`config.mk`:
```
export PLATFORM = sky130hd
export DESIGN_NAME = aurora_tx_frame_distributor
export DESIGN_NICKNAME = d
export VERILOG_FILES = /design/src/rtl/aurora_tx_frame_distributor.sv
export SDC_FILE = /design/constraint.sdc
export NUM_CORES = 1
export LEC_CHECK = 0
export ABC_CLOCK_PERIOD_IN_PS = 3650
export CAP_MARGIN = 25
export CORE_ASPECT_RATIO = 0.5
export CORE_MARGIN = 4
export CORE_UTILIZATION = 40
export DETAILED_ROUTE_END_ITERATION = 6
export PLACE_DENSITY_LB_ADDON = 0.3
export SLEW_MARGIN = 30
export SYNTH_ARGS = -nofsm -noshare
export SYNTH_HDL_FRONTEND = slang
export SYNTH_SLANG_ARGS = --single-unit
```
`constraint.sdc`:
```
create_clock -name clk -period 3.65 [get_ports clk]
set_clock_uncertainty 0.2 [all_clocks]
set_input_delay 0.365 -clock clk [delete_from_list [all_inputs] [get_ports clk]]
set_output_delay 0.365 -clock clk [all_outputs]
set_load 0.01 [all_outputs]
```
`src/rtl/aurora_tx_frame_distributor.sv`:
```
// Aurora Tx frame distributor.
// Stripes a single 64-bit word stream across four Aurora lanes in lane order
// 0..3. Each lane sees one 66-bit block (64-bit payload + 2-bit sync). Lanes are
// filled with idle control blocks when no complete or terminated frame is
// staged, and a channel-bonding control frame is inserted every CB_PERIOD
// frames. Lane registers only advance when all four lanes request together.
//
// Handshake: a word transfers on every rising clk edge where s_valid && s_ready
// are both high. s_valid/s_data/s_last must be held stable while s_valid is high
// and s_ready is low. s_ready does not depend on s_valid. s_last is qualified by
// s_valid and marks the final word of a packet, which forces the partial frame
// out (idle-padded) at the next frame event.
module aurora_tx_frame_distributor #(
    parameter int unsigned CB_PERIOD = 64,
    parameter logic [63:0] IDLE_WORD = 64'h7800_0000_0000_0000,
    parameter logic [63:0] CB_WORD   = 64'h7840_0000_0000_0000
) (
    input  logic        clk,
    input  logic        reset,
    input  logic [63:0] s_data,
    input  logic        s_valid,
    input  logic        s_last,
    output logic        s_ready,
    input  logic [3:0]  data_next,
    output logic [63:0] data_out [4],
    output logic [1:0]  sync_out [4],
    output logic        lane_mismatch
);

    localparam logic [1:0] SYNC_DATA = 2'b01;
    localparam logic [1:0] SYNC_CTRL = 2'b10;

    // cb_cnt only has to hold 0..CB_PERIOD-1.
    localparam int unsigned    CB_W    = (CB_PERIOD > 2) ? $clog2(CB_PERIOD) : 1;
    localparam bit             CB_EN   = (CB_PERIOD != 0);
    localparam logic [CB_W-1:0] CB_LAST = CB_EN ? CB_W'(CB_PERIOD - 1) : '0;

    logic [63:0]     stage_q [4];
    logic [63:0]     stage_d [4];
    logic [2:0]      cnt_q, cnt_d;
    logic            pad_pending_q, pad_pending_d;
    logic [CB_W-1:0] cb_cnt_q, cb_cnt_d;
    logic            mismatch_q, mismatch_d;
    logic            out_en_q;
    logic [63:0]     data_q [4];
    logic [63:0]     data_d [4];
    logic [1:0]      sync_q [4];
    logic [1:0]      sync_d [4];

    logic accept;
    logic frame_ev;
    logic bad_req;
    logic cb_hit;
    logic stage_ready;

    // out_en_q keeps s_ready low while in reset and for the release cycle.
    assign s_ready     = out_en_q && (cnt_q < 3'd4) && !pad_pending_q;
    assign accept      = s_valid && s_ready;
    assign frame_ev    = (data_next == 4'b1111);
    assign bad_req     = (data_next != 4'b0000) && !frame_ev;
    assign cb_hit      = CB_EN && (cb_cnt_q == CB_LAST);
    assign stage_ready = (cnt_q == 3'd4) || pad_pending_q;

    assign data_out      = data_q;
    assign sync_out      = sync_q;
    assign lane_mismatch = mismatch_q;

    // Next-state: stage accepts, frame loading with CB > staged > idle priority,
    // and the sticky request-disagreement flag.
    always_comb begin
        stage_d       = stage_q;
        cnt_d         = cnt_q;
        pad_pending_d = pad_pending_q;
        cb_cnt_d      = cb_cnt_q;
        mismatch_d    = mismatch_q;
        data_d        = data_q;
        sync_d        = sync_q;

        // An accept never coincides with a staged-frame load (s_ready is low
        // then), so it can safely be applied before the frame decision.
        if (accept) begin
            stage_d[cnt_q[1:0]] = s_data;
            cnt_d               = cnt_q + 3'd1;
            if (s_last) begin
                pad_pending_d = 1'b1;
            end
        end

        if (frame_ev) begin
            if (cb_hit) begin
                // Bonding frame leaves the stage alone; data waits one frame.
                for (int i = 0; i < 4; i++) begin
                    data_d[i] = CB_WORD;
                    sync_d[i] = SYNC_CTRL;
                end
                cb_cnt_d = '0;
            end else begin
                if (stage_ready) begin
                    for (int i = 0; i < 4; i++) begin
                        if (i < int'(cnt_q)) begin
                            data_d[i] = stage_q[i];
                            sync_d[i] = SYNC_DATA;
                        end else begin
                            data_d[i] = IDLE_WORD;
                            sync_d[i] = SYNC_CTRL;
                        end
                    end
                    cnt_d         = 3'd0;
                    pad_pending_d = 1'b0;
                end else begin
                    for (int i = 0; i < 4; i++) begin
                        data_d[i] = IDLE_WORD;
                        sync_d[i] = SYNC_CTRL;
                    end
                end
                if (CB_EN) begin
                    cb_cnt_d = cb_cnt_q + CB_W'(1);
                end
            end
        end

        if (bad_req) begin
            mismatch_d = 1'b1;
        end
    end

    // State registers; reset drops staged words and returns lanes to idle.
    always_ff @(posedge clk) begin
        if (!reset) begin
            for (int i = 0; i < 4; i++) begin
                stage_q[i] <= '0;
                data_q[i]  <= IDLE_WORD;
                sync_q[i]  <= SYNC_CTRL;
            end
            cnt_q         <= 3'd0;
            pad_pending_q <= 1'b0;
            cb_cnt_q      <= '0;
            mismatch_q    <= 1'b0;
            out_en_q      <= 1'b0;
        end else begin
            stage_q       <= stage_d;
            data_q        <= data_d;
            sync_q        <= sync_d;
            cnt_q         <= cnt_d;
            pad_pending_q <= pad_pending_d;
            cb_cnt_q      <= cb_cnt_d;
            mismatch_q    <= mismatch_d;
            out_en_q      <= 1'b1;
        end
    end

endmodule

```
* Yosys cells after proc, flatten, opt, wreduce, memory -nomap -nowiden
Cells that the tools add are included.
Operators by class: equal/unequal tests 3, shift operators 0, divide/modulo/power cells 0, reduce and logical (&&, ||, !) cells 9, order comparisons 7, $add $sub $neg 2, bitwise operators 1, multipliers 0, mux-type cells 26
Operator list (number):
- $mux W256 | 2
- $mux W64 | 5
- $bwmux W256 | 1
- $demux W64 S2 | 1
- $mux W8 | 2
- $mux W3 | 4
- $mux W2 | 4
- $add A6 B1 Y6 const B | 1
- $eq A6 B6 Y1 const B | 1
- $lt A1 B3 Y1 const A | 2
- $lt A2 B3 Y1 const A | 2
- $mux W1 | 6
- $mux W6 | 1
- $logic_and A1 B1 Y1 | 5
- $eq A4 B4 Y1 const B | 1
- $reduce_bool A4 Y1 | 1
- $add A3 B1 Y3 const B | 1
- $eq A3 B3 Y1 const B | 1
- $ge A3 B3 Y1 const B | 1
- $lt A3 B1 Y1 const B | 1
- $lt A3 B3 Y1 const B | 1
- $not A2 Y3 | 1
- $logic_not A1 Y1 | 2
- $logic_or A1 B1 Y1 | 1
Storage, ports and cells: bits of input ports 72, RAM bits 0, memories 0, register bits after elaboration 532, bits in read-only memories 0, bits in latches 0

* Longest topological paths before layout
Gate-level depths: netlist (run 1).
depth in word-level cells 8, mapped depth 6, depth with buffers taken out 4

* Worst setup path before layout (run 1)
OpenSTA, ideal clock, no wires.
kind register -> register, from register cb_cnt_q[0], to register data_q, in the netlist data_out[166], clock period less this slack 1727 ps, data required time 3331 ps, arrival time 1408 ps, buffers on the path 2, setup slack 1923 ps, stages on the path, launching flop included 7, cell sequence dfxtp_1 > ha_1 > nand3_1 > o22ai_2 > buf_2 > buf_2 > o2bb2ai_1
Between the ends: longest elaborated chain between the ends 2
RTL lines:
- from (decl) | RTL line 42 | logic [CB_W-1:0] cb_cnt_q, cb_cnt_d;
- from (signal assigned) | RTL line 146 | cb_cnt_q <= cb_cnt_d;
- $eq A6 B6 Y1 | RTL line 61 | assign cb_hit = CB_EN && (cb_cnt_q == CB_LAST);
- $mux W256 | RTL line 90 | if (cb_hit) begin
- to (signal assigned) | RTL line 142 | data_q <= data_d;
- to (decl) | RTL line 45 | logic [63:0] data_q [4];
Every way passes these cells. A chain may end at the register's enable or synchronous reset.

* Worst setup path in the final report (run 1)
from register cb_cnt_q[0], to register data_q, in the netlist data_out[40]
The elaborated chain is that of the path after synthesis.

==> results of run 1 <==
-- metrics by stage --
step                      setup slack (ps)  util, %  instance area (µm²)  total power (W)  hold slack (ps)
after floorplan                       1920        -                19900          0.00641              193
after global placement                 881     48.2                23600          0.00662              240
after detailed placement               826     48.3                23600          0.00662              246
after CTS                             1040     51.5                25200           0.0117             29.9
after global routing                   894     51.5                25200           0.0120             70.4
final                                 1010     51.5                25200           0.0116             63.0
-- synthesized netlist by cell type (all sizes together) --
master | n | share of area, %
nand2b | 7 | 0.22
or2 | 2 | 0.063
inv | 4 | 0.075
and4bb | 1 | 0.063
clkinv | 1 | 0.019
a31oi | 7 | 0.22
o22ai | 1 | 0.063
xnor2 | 1 | 0.044
nor2 | 3 | 0.057
dfxtp | 532 | 54
o32a | 14 | 0.70
o31ai | 122 | 6.7
clkbuf | 107 | 2.0
o21ai | 9 | 0.23
mux2i | 257 | 13
a21o | 1 | 0.038
nand4 | 119 | 3.7
nor3b | 2 | 0.13
or3 | 5 | 0.16
or4 | 2 | 0.075
a211oi | 4 | 0.15
o21bai | 1 | 0.038
buf | 84 | 2.8
nor3 | 2 | 0.050
a21oi | 9 | 0.23
nand3 | 125 | 3.1
ha | 5 | 0.31
o211ai | 3 | 0.11
and2 | 1 | 0.031
nand2 | 330 | 6.4
and4 | 2 | 0.088
o22a | 3 | 0.13
o2bb2ai | 120 | 5.3
o31a | 2 | 0.088
o21a | 1 | 0.038
-- cells in the final DEF (no fill, tap or decap), types with 20 or more instances in the layout --
master           Yosys  layout
o2bb2ai_1          120     120
nand2_1            326     325
o31ai_2             83      83
nand3_1            125     125
buf_4               29      20
clkbuf_16            0      49
mux2i_1            257     257
nand4_1            119     119
o31ai_1             39      39
clkdlybuf4s50_1      0     336
dfxtp_1            532     531
-- power groups by stage --
stage / logic [W] / registers (W) / clock network [W]
2_1_floorplan: 0.000390 / 0.00602 / 0
5_1_grt: 0.000643 / 0.00590 / 0.00547
4_1_cts: 0.000600 / 0.00590 / 0.00520
6_report: 0.000597 / 0.00590 / 0.00511
3_3_place_gp: 0.000593 / 0.00603 / 0
3_5_place_dp: 0.000598 / 0.00603 / 0
-- layer usage --
| metal | routed length [µm] | up-vias | GRT usage (%) |
|---|---|---|---|
| li1 | - | 7315 | - |
| met1 | 23900 | 7454 | 25.4 |
| met2 | 28400 | 274 | 35.6 |
| met3 | 1830 | 111 | 2.94 |
| met4 | 2040 | 0 | 7.44 |
| met5 | 0 | - | 0 |
-- flip-flops by register name, indices dropped and copies added (netlist names) --
register and cells:
out_en_q 1, data_out 256, lane_mismatch 1, stage_q 256
cb_cnt_q 6, pad_pending_q 1, sync_out 8, cnt_q 3
-- path summary, 6_finish.rpt --
path / end / slack, ps
max: data_out[40]$_SDFFE_PN0N_ / 1010
min reg2reg: stage_q[126]$_SDFFE_PN0P_ / 250
max reg2reg: data_out[40]$_SDFFE_PN0N_ / 1010
min: stage_q[8]$_SDFFE_PN0P_ / 60
-- area by class of cell --
type / count / area (µm²) / share of cell area (%)
Timing Repair Buffer: 371 / 3800 / 15.1
Inverter: 5 / 18.8 / 0.0746
Sequential cell: 532 / 10700 / 42.3
Antenna cell: 1 / 2.50 / 0.00995
Clock buffer: 74 / 1420 / 5.65
Multi-Input combinational cell: 1161 / 8290 / 33.0
Clock inverter: 13 / 159 / 0.632
Tap cell: 649 / 812 / 3.23
-- logic make-up after synthesis --
group / count (synthesis) / share of synthesized area (%)
mux: 257 / 12.9
compound gates: 297 / 14.0
buf+inv: 196 / 4.93
xor+xnor: 1 / 0.0440
fa+ha+maj: 5 / 0.315
flops: 532 / 53.6
simple gates: 601 / 14.2
-- worst max-delay path, cell delays in order, from the launching register on --
cell and delay (ps):
dfxtp_1 380, ha_1 210, nand3_1 230, o22ai_4 560, buf_12 540, o2bb2ai_1 180
==> results.json, run 1 <==
{
  "outcome": "finished clean",
  "period_needed_ps": 2640,
  "clkTransAtPathRegs_ps": 70,
  "setup_tns_ps": 0,
  "p_leak_nw": 10.0,
  "antenna_left": 0,
  "drc": 0,
  "die_y_um": 166,
  "routed_wl_um": 56200,
  "avgViaCountPerCell": 5.40,
  "p_sw_share_pct": 22.8,
  "fin_nets": 2196,
  "finalNonFillerCells": 2806,
  "synth-warning-count": 0,
  "finalSetupViolCount": 0,
  "start_util_pct": 40.7,
  "clkSinkCount": 532,
  "max_cap_violations": 0,
  "grt_pass1_wl_um": 87500,
  "synth_fp_nets": 1966,
  "rows": 57,
  "clk-insertion-delay-late_ps": 570,
  "dieArea_um2": 53600,
  "avgSynthCellArea_um2": 10.5,
  "endpoint_kind": "flop",
  "core_um2": 48900,
  "path_class": "reg -> reg",
  "required_ps": 3870,
  "hp-class": "in -> reg",
  "ir_drop_mv": 0.402,
  "crit_path_start": "cb_cnt_q[0]$_SDFFE_PN0N_",
  "cts_tree": "yes",
  "p_switching_w": 0.00265,
  "hold_buffers": 0,
  "syn_inst": 1889,
  "numCtsBuffers": 48,
  "wire_per_inst_um": 20.0,
  "rsz0062_at_grt": "false",
  "syn_to_final_growth_pct": 26.5,
  "period_share_pct": 72.3,
  "clkPwrFrac_pct": 44.1,
  "tightest_slew_ps": 891,
  "h-tree-depth": 2,
  "cp.arrival_ps": 2860,
  "hold_viol": 0,
  "slew_headroom_pct": 40.6,
  "powerDensity_nw_per_um2": 461,
  "num_vias": 15200,
  "yosysSeqAreaShare_pct": 53.6,
  "min_delay_path_depth": 3,
  "first_global_vias": 14700,
  "hold_path_startpoint": "reset",
  "fillers": 4378,
  "grt_max_degree": 203,
  "drive_gt1_share_pct": 9.46,
  "portBuffers": 337,
  "antenna_found_initial": 1,
  "grt_util_all_layers_pct": 20.3,
  "io_pins": 338,
  "dp.cells": 2718,
  "cp_max_fo": 130,
  "r2r_cells": 5,
  "r2r-start": "cb_cnt_q[0]$_SDFFE_PN0N_",
  "cts_setup_buffers": 0,
  "drv_slew": 0,
  "max_freq_mhz": 379,
  "synth_cell_type_count": 43,
  "die_x_um": 323,
  "drt_iter0_markers": 1055,
  "overflow": 0,
  "p_comb_share_pct": 5.1,
  "drt_pre_antenna_iters": 5,
  "place.gp.congestion": 0.766,
  "place_hpwl_um": 34900,
  "yosys_register_bits": 532,
  "sequentialPowerShare_pct": 50.8,
  "cts_resized": 0,
  "start_kind": "flop",
  "clockBufferDepth": 3,
  "p_int_w": 0.00896,
  "root_buffer": "clkbuf_16",
  "synth_area_um2": 19900
}
Note: power is estimated with default switching activity, not from simulation.
==> inputs of run 2 (changes only) <==
--- a/config.mk
+++ b/config.mk
@@ -5,7 +5,7 @@
 export SDC_FILE = /design/constraint.sdc
 export NUM_CORES = 1
 export LEC_CHECK = 0
-export ABC_CLOCK_PERIOD_IN_PS = 3650
+export ABC_CLOCK_PERIOD_IN_PS = 2500
 export CAP_MARGIN = 25
 export CORE_ASPECT_RATIO = 0.5
 export CORE_MARGIN = 4
==> constraint.sdc (replaced) <==
create_clock -name clk -period 2.5 [get_ports clk]
set_clock_uncertainty 0.2 [all_clocks]
set_input_delay 0.25 -clock clk [delete_from_list [all_inputs] [get_ports clk]]
set_output_delay 0.25 -clock clk [all_outputs]
set_load 0.01 [all_outputs]
==> results.json, run 2 (synthesis gave the netlist of run 1 again) <==
{
  "outcome": "finished clean",
  "endpoint_kind": "primary output",
  "fin_area_um2": 25500,
  "overflow": 0,
  "post-route-util_pct": 52.1,
  "place_hpwl_um": 36200,
  "root_buffer": "clkbuf_16",
  "r2r_cells": 5,
  "period_needed_ps": 2300,
  "cp.arrival_ps": 1850,
  "start_kind": "flop",
  "syn_to_final_growth_pct": 28.0,
  "fillers": 4313,
  "path_cells": "nor3b_2, clkdlybuf4s50_1",
  "powerDensity_nw_per_um2": 674,
  "cts_tree": "yes",
  "ff_latch_area_um2": 10700,
  "min_delay_path_depth": 4,
  "worstReg2RegEnd": "stage_q[78]$_SDFFE_PN0P_",
  "fin_ws_ps": 201,
  "drt_pre_antenna_iters": 5,
  "antenna_found_initial": 2,
  "rsz0062_at_grt": "false",
  "most-common-layout-cells": "dfxtp_1 (531), clkdlybuf4s50_1 (336), nand2_1 (325)",
  "tightest_slew_ps": 714,
  "slew_headroom_pct": 52.4,
  "num_vias": 15200,
  "fin_nets": 2212,
  "die_y_um": 166,
  "critPathBufInv": 1,
  "hold_viol": 0,
  "io_pins": 338,
  "drv_slew": 0,
  "hold_buffers": 0,
  "first_global_vias": 15000,
  "worst-r2r-setup-slack_ps": 300,
  "portBuffers": 337,
  "dieArea_um2": 53600,
  "finalSetupViolCount": 0,
  "period_share_pct": 91.9,
  "final_common_cell": "dfxtp_1",
  "dpl_cell_area_um2": 23800,
  "drc": 0,
  "grt_max_degree": 141,
  "place.gp.congestion": 0.785,
  "p_leak_nw": 10.2,
  "r2r-start": "cnt_q[0]$_SDFF_PN0_",
  "path_class": "reg -> out",
  "hp-class": "in -> reg",
  "required_ps": 2050,
  "wire_per_inst_um": 20.3,
  "min_to": "data_out[184]$_SDFFE_PN0N_",
  "grt_util_all_layers_pct": 20.5,
  "cts_resized": 0,
  "start_util_pct": 40.7,
  "clkSinkCount": 532,
  "multi_input_area_um2": 8300,
  "drt_iter0_markers": 892,
  "core_um2": 48900,
  "grt_pass1_wl_um": 88600,
  "antenna_left": 0,
  "slowest_delay_ps": 600,
  "dp_worst_setup_slack_ps": 172,
  "rows": 57,
  "crit_slowest_cell": "clkdlybuf4s50_1",
  "h-tree-depth": 2,
  "cts_setup_buffers": 0,
  "setup_tns_ps": 0,
  "routed_wl_um": 57200,
  "avgViaCountPerCell": 5.40,
  "cp_max_fo": 8,
  "dp.cells": 2735,
  "ir_drop_mv": 0.399,
  "finalNonFillerCells": 2822,
  "max_freq_mhz": 435,
  "clockBufferDepth": 3,
  "drive_gt1_share_pct": 10.2,
  "max_cap_violations": 0,
  "clk-insertion-delay-late_ps": 550,
  "clkTransAtPathRegs_ps": 70,
  "die_x_um": 323,
  "hold_path_startpoint": "reset",
  "critPathTopFamily": "buffers and inverters",
  "numCtsBuffers": 47
}
==> run 2: cell count changes in the layout (fill, tap and decap cells not counted), moves of 2 or more <==
cell        before  now
bufinv_16        3    6
clkinv_2         4    7
buf_12          13   22
buf_4           20   28
clkinvlp_4       3    0
inv_6            2    0
==> run 2: cell type report <==
| cell class | count | share of cell area, % |
|---|---|---|
| Clock inverter | 13 | 0.845 |
| Inverter | 5 | 0.0737 |
| Antenna cell | 2 | 0.0197 |
| Tap cell | 649 | 3.19 |
| Timing Repair Buffer | 388 | 15.9 |
| Sequential cell | 532 | 41.8 |
| Multi-Input combinational cell | 1161 | 32.6 |
| Clock buffer | 72 | 5.51 |
==> run 2: per-layer routing <==
metal | part of all wire, % | track usage [%] | vias up
li1 | - | - | 7336
met1 | 42 | 25.7 | 7463
met2 | 50 | 35.9 | 324
met3 | 3.6 | 2.85 | 108
met4 | 3.6 | 7.99 | 0
met5 | 0 | 0 | -
==> run 2: power by group <==
group          internal [W]  switching [W]  leakage, nW
registers           0.00857      0.0000402         4.29
clock network       0.00448        0.00316        0.797
logic              0.000311       0.000606         5.11
==> run 2: how the worst max path moves through the flow <==
stage	start	to	cells past startpoint
final	pad_pending_q$_SDFF_PN0_	s_ready	2
after global routing	pad_pending_q$_SDFF_PN0_	s_ready	2
after CTS	pad_pending_q$_SDFF_PN0_	s_ready	2
after detailed placement	data_next[3]	data_out[101]$_SDFFE_PN0N_	6
after global placement	data_next[2]	data_out[30]$_SDFFE_PN0N_	5
after floorplan	cb_cnt_q[0]$_SDFFE_PN0N_	data_out[166]$_SDFFE_PN0N_	6
==> run 2: through the flow <==
step           power, W  hold slack [ps]
2_1_floorplan   0.00936             77.7
3_3_place_gp    0.00970              240
3_5_place_dp    0.00972              246
4_1_cts          0.0173             25.5
5_1_grt          0.0177             41.8
6_report         0.0172             60.1
==> run 2: tightest hold or removal path, cell delays in order <==
cell	delay, ps
buf_8	130
clkinv_1	120
nor2_4	120
o2bb2ai_1	140
==> inputs of run 3 (changes only) <==
--- a/config.mk
+++ b/config.mk
@@ -5,7 +5,6 @@
 export SDC_FILE = /design/constraint.sdc
 export NUM_CORES = 1
 export LEC_CHECK = 0
-export ABC_CLOCK_PERIOD_IN_PS = 2500
 export CAP_MARGIN = 25
 export CORE_ASPECT_RATIO = 0.5
 export CORE_MARGIN = 4
==> constraint.sdc (replaced) <==
create_clock -name clk -period 2.5 [get_ports clk]
set_clock_uncertainty 0.2 [all_clocks]
set_input_delay 0.25 -clock clk [delete_from_list [all_inputs] [get_ports clk]]
set_output_delay 0.25 -clock clk [all_outputs]
set_load 0.005 [all_outputs]
==> results.json, run 3 (synthesis gave the netlist of run 1 again) <==
{
  "hold_buffers": 0,
  "setup_tns_ps": 0,
  "outcome": "finished clean",
  "syn_to_final_growth_pct": 27.3,
  "hold_viol": 0,
  "avgViaCountPerCell": 5.44,
  "grt_pass1_wl_um": 87900,
  "fin_ws_ps": 92.0,
  "cp_max_fo": 11,
  "max_cap_violations": 0,
  "die_x_um": 323,
  "dp_worst_setup_slack_ps": 14.6,
  "drt_pre_antenna_iters": 7,
  "clkTransAtPathRegs_ps": 70,
  "critPathBufInv": 2,
  "numCtsBuffers": 47,
  "tightest_slew_ps": 740,
  "p_leak_nw": 10.1,
  "die_y_um": 166,
  "fin_area_um2": 25300,
  "slew_headroom_pct": 50.6,
  "cts_tree": "yes",
  "dpl_cell_area_um2": 23800,
  "clockBufferDepth": 3,
  "overflow": 0,
  "h-tree-depth": 2,
  "crit_slowest_cell": "clkdlybuf4s50_1",
  "dp.cells": 2734,
  "core_um2": 48900,
  "num_vias": 15300,
  "path_cells": "buf_4, nor3b_2, clkdlybuf4s50_1",
  "grt_max_degree": 141,
  "slowest_delay_ps": 570,
  "place_hpwl_um": 35900,
  "drt_iter0_markers": 1031,
  "dieArea_um2": 53600,
  "cts_resized": 1,
  "finalNonFillerCells": 2815,
  "antenna_found_initial": 1,
  "finalSetupViolCount": 0,
  "fin_nets": 2212,
  "io_pins": 338,
  "place.gp.congestion": 0.785,
  "period_share_pct": 96.3,
  "start_kind": "flop",
  "antenna_left": 0,
  "drc": 0,
  "power_w": 0.0167,
  "cts_setup_buffers": 0,
  "most-common-layout-cells": "dfxtp_1 (531), clkdlybuf4s50_1 (336), nand2_1 (325)",
  "grt_util_all_layers_pct": 20.4,
  "multi_input_area_um2": 8300,
  "routed_wl_um": 56900,
  "portBuffers": 337,
  "wire_per_inst_um": 20.2,
  "powerDensity_nw_per_um2": 658,
  "endpoint_kind": "primary output",
  "cp.arrival_ps": 1960,
  "hp-class": "in -> reg",
  "clk-insertion-delay-late_ps": 560,
  "max_freq_mhz": 415,
  "period_needed_ps": 2410,
  "rsz0062_at_grt": "false",
  "ff_latch_area_um2": 10700,
  "clkSinkCount": 532,
  "fillers": 4376,
  "start_util_pct": 40.7,
  "ir_drop_mv": 0.479,
  "final_common_cell": "dfxtp_1",
  "required_ps": 2050,
  "critPathTopFamily": "buffers and inverters",
  "rows": 57,
  "first_global_vias": 14700,
  "drive_gt1_share_pct": 9.93,
  "drv_slew": 0,
  "path_class": "reg -> out",
  "root_buffer": "clkbuf_16"
}
run 3: final cells by class:
class	count	area share, %
multi-input cells	1161	32.8
clock inverters	8	0.356
repair buffers	388	16.0
flip-flops and latches	532	42.1
diodes	1	0.00988
well taps	649	3.21
clock buffers	71	5.49
inverters	5	0.0741
run 3: layer usage:
layer  vias up  GRT usage (%)  wire length (µm)
li1       7350              -                 -
met1      7551           26.1             24500
met2       314           35.4             28500
met3        98           3.09              2090
met4         0           6.65              1770
met5         -              0                 0
run 3: report_power, final:
group | total (W) | internal [W] | switching [W]
registers | 0.00861 | 0.00857 | 0.0000381
logic | 0.000915 | 0.000311 | 0.000604
clock network | 0.00714 | 0.00402 | 0.00312
total | 0.0167 | 0.0129 | 0.00376
run 3: final timing paths:
kind,startpoint,to,slack [ps],depth (start not counted)
setup / recovery,cnt_q[2]$_SDFF_PN0_,s_ready,90,3
hold / removal,reset,data_out[139]$_SDFFE_PN0N_,70,4
setup reg to reg,cnt_q[0]$_SDFF_PN0_,stage_q[85]$_SDFFE_PN0P_,330,5
hold reg to reg,stage_q[125]$_SDFFE_PN0P_,stage_q[125]$_SDFFE_PN0P_,250,2
run 3: stage by stage:
step / utilization [%] / hold slack (ps)
floorplan: - / 77.7
global placement: 48.7 / 241
detailed placement: 48.7 / 246
CTS: 51.8 / 46.8
global route: 51.8 / 89.0
finish: 51.8 / 73.7
run 3: worst reg2reg max path, cell delays in order, from the launching register on:
cell,delay (ps)
dfxtp_1,630
inv_1,140
ha_1,260
nand2_4,80
buf_4,500
mux2i_1,310
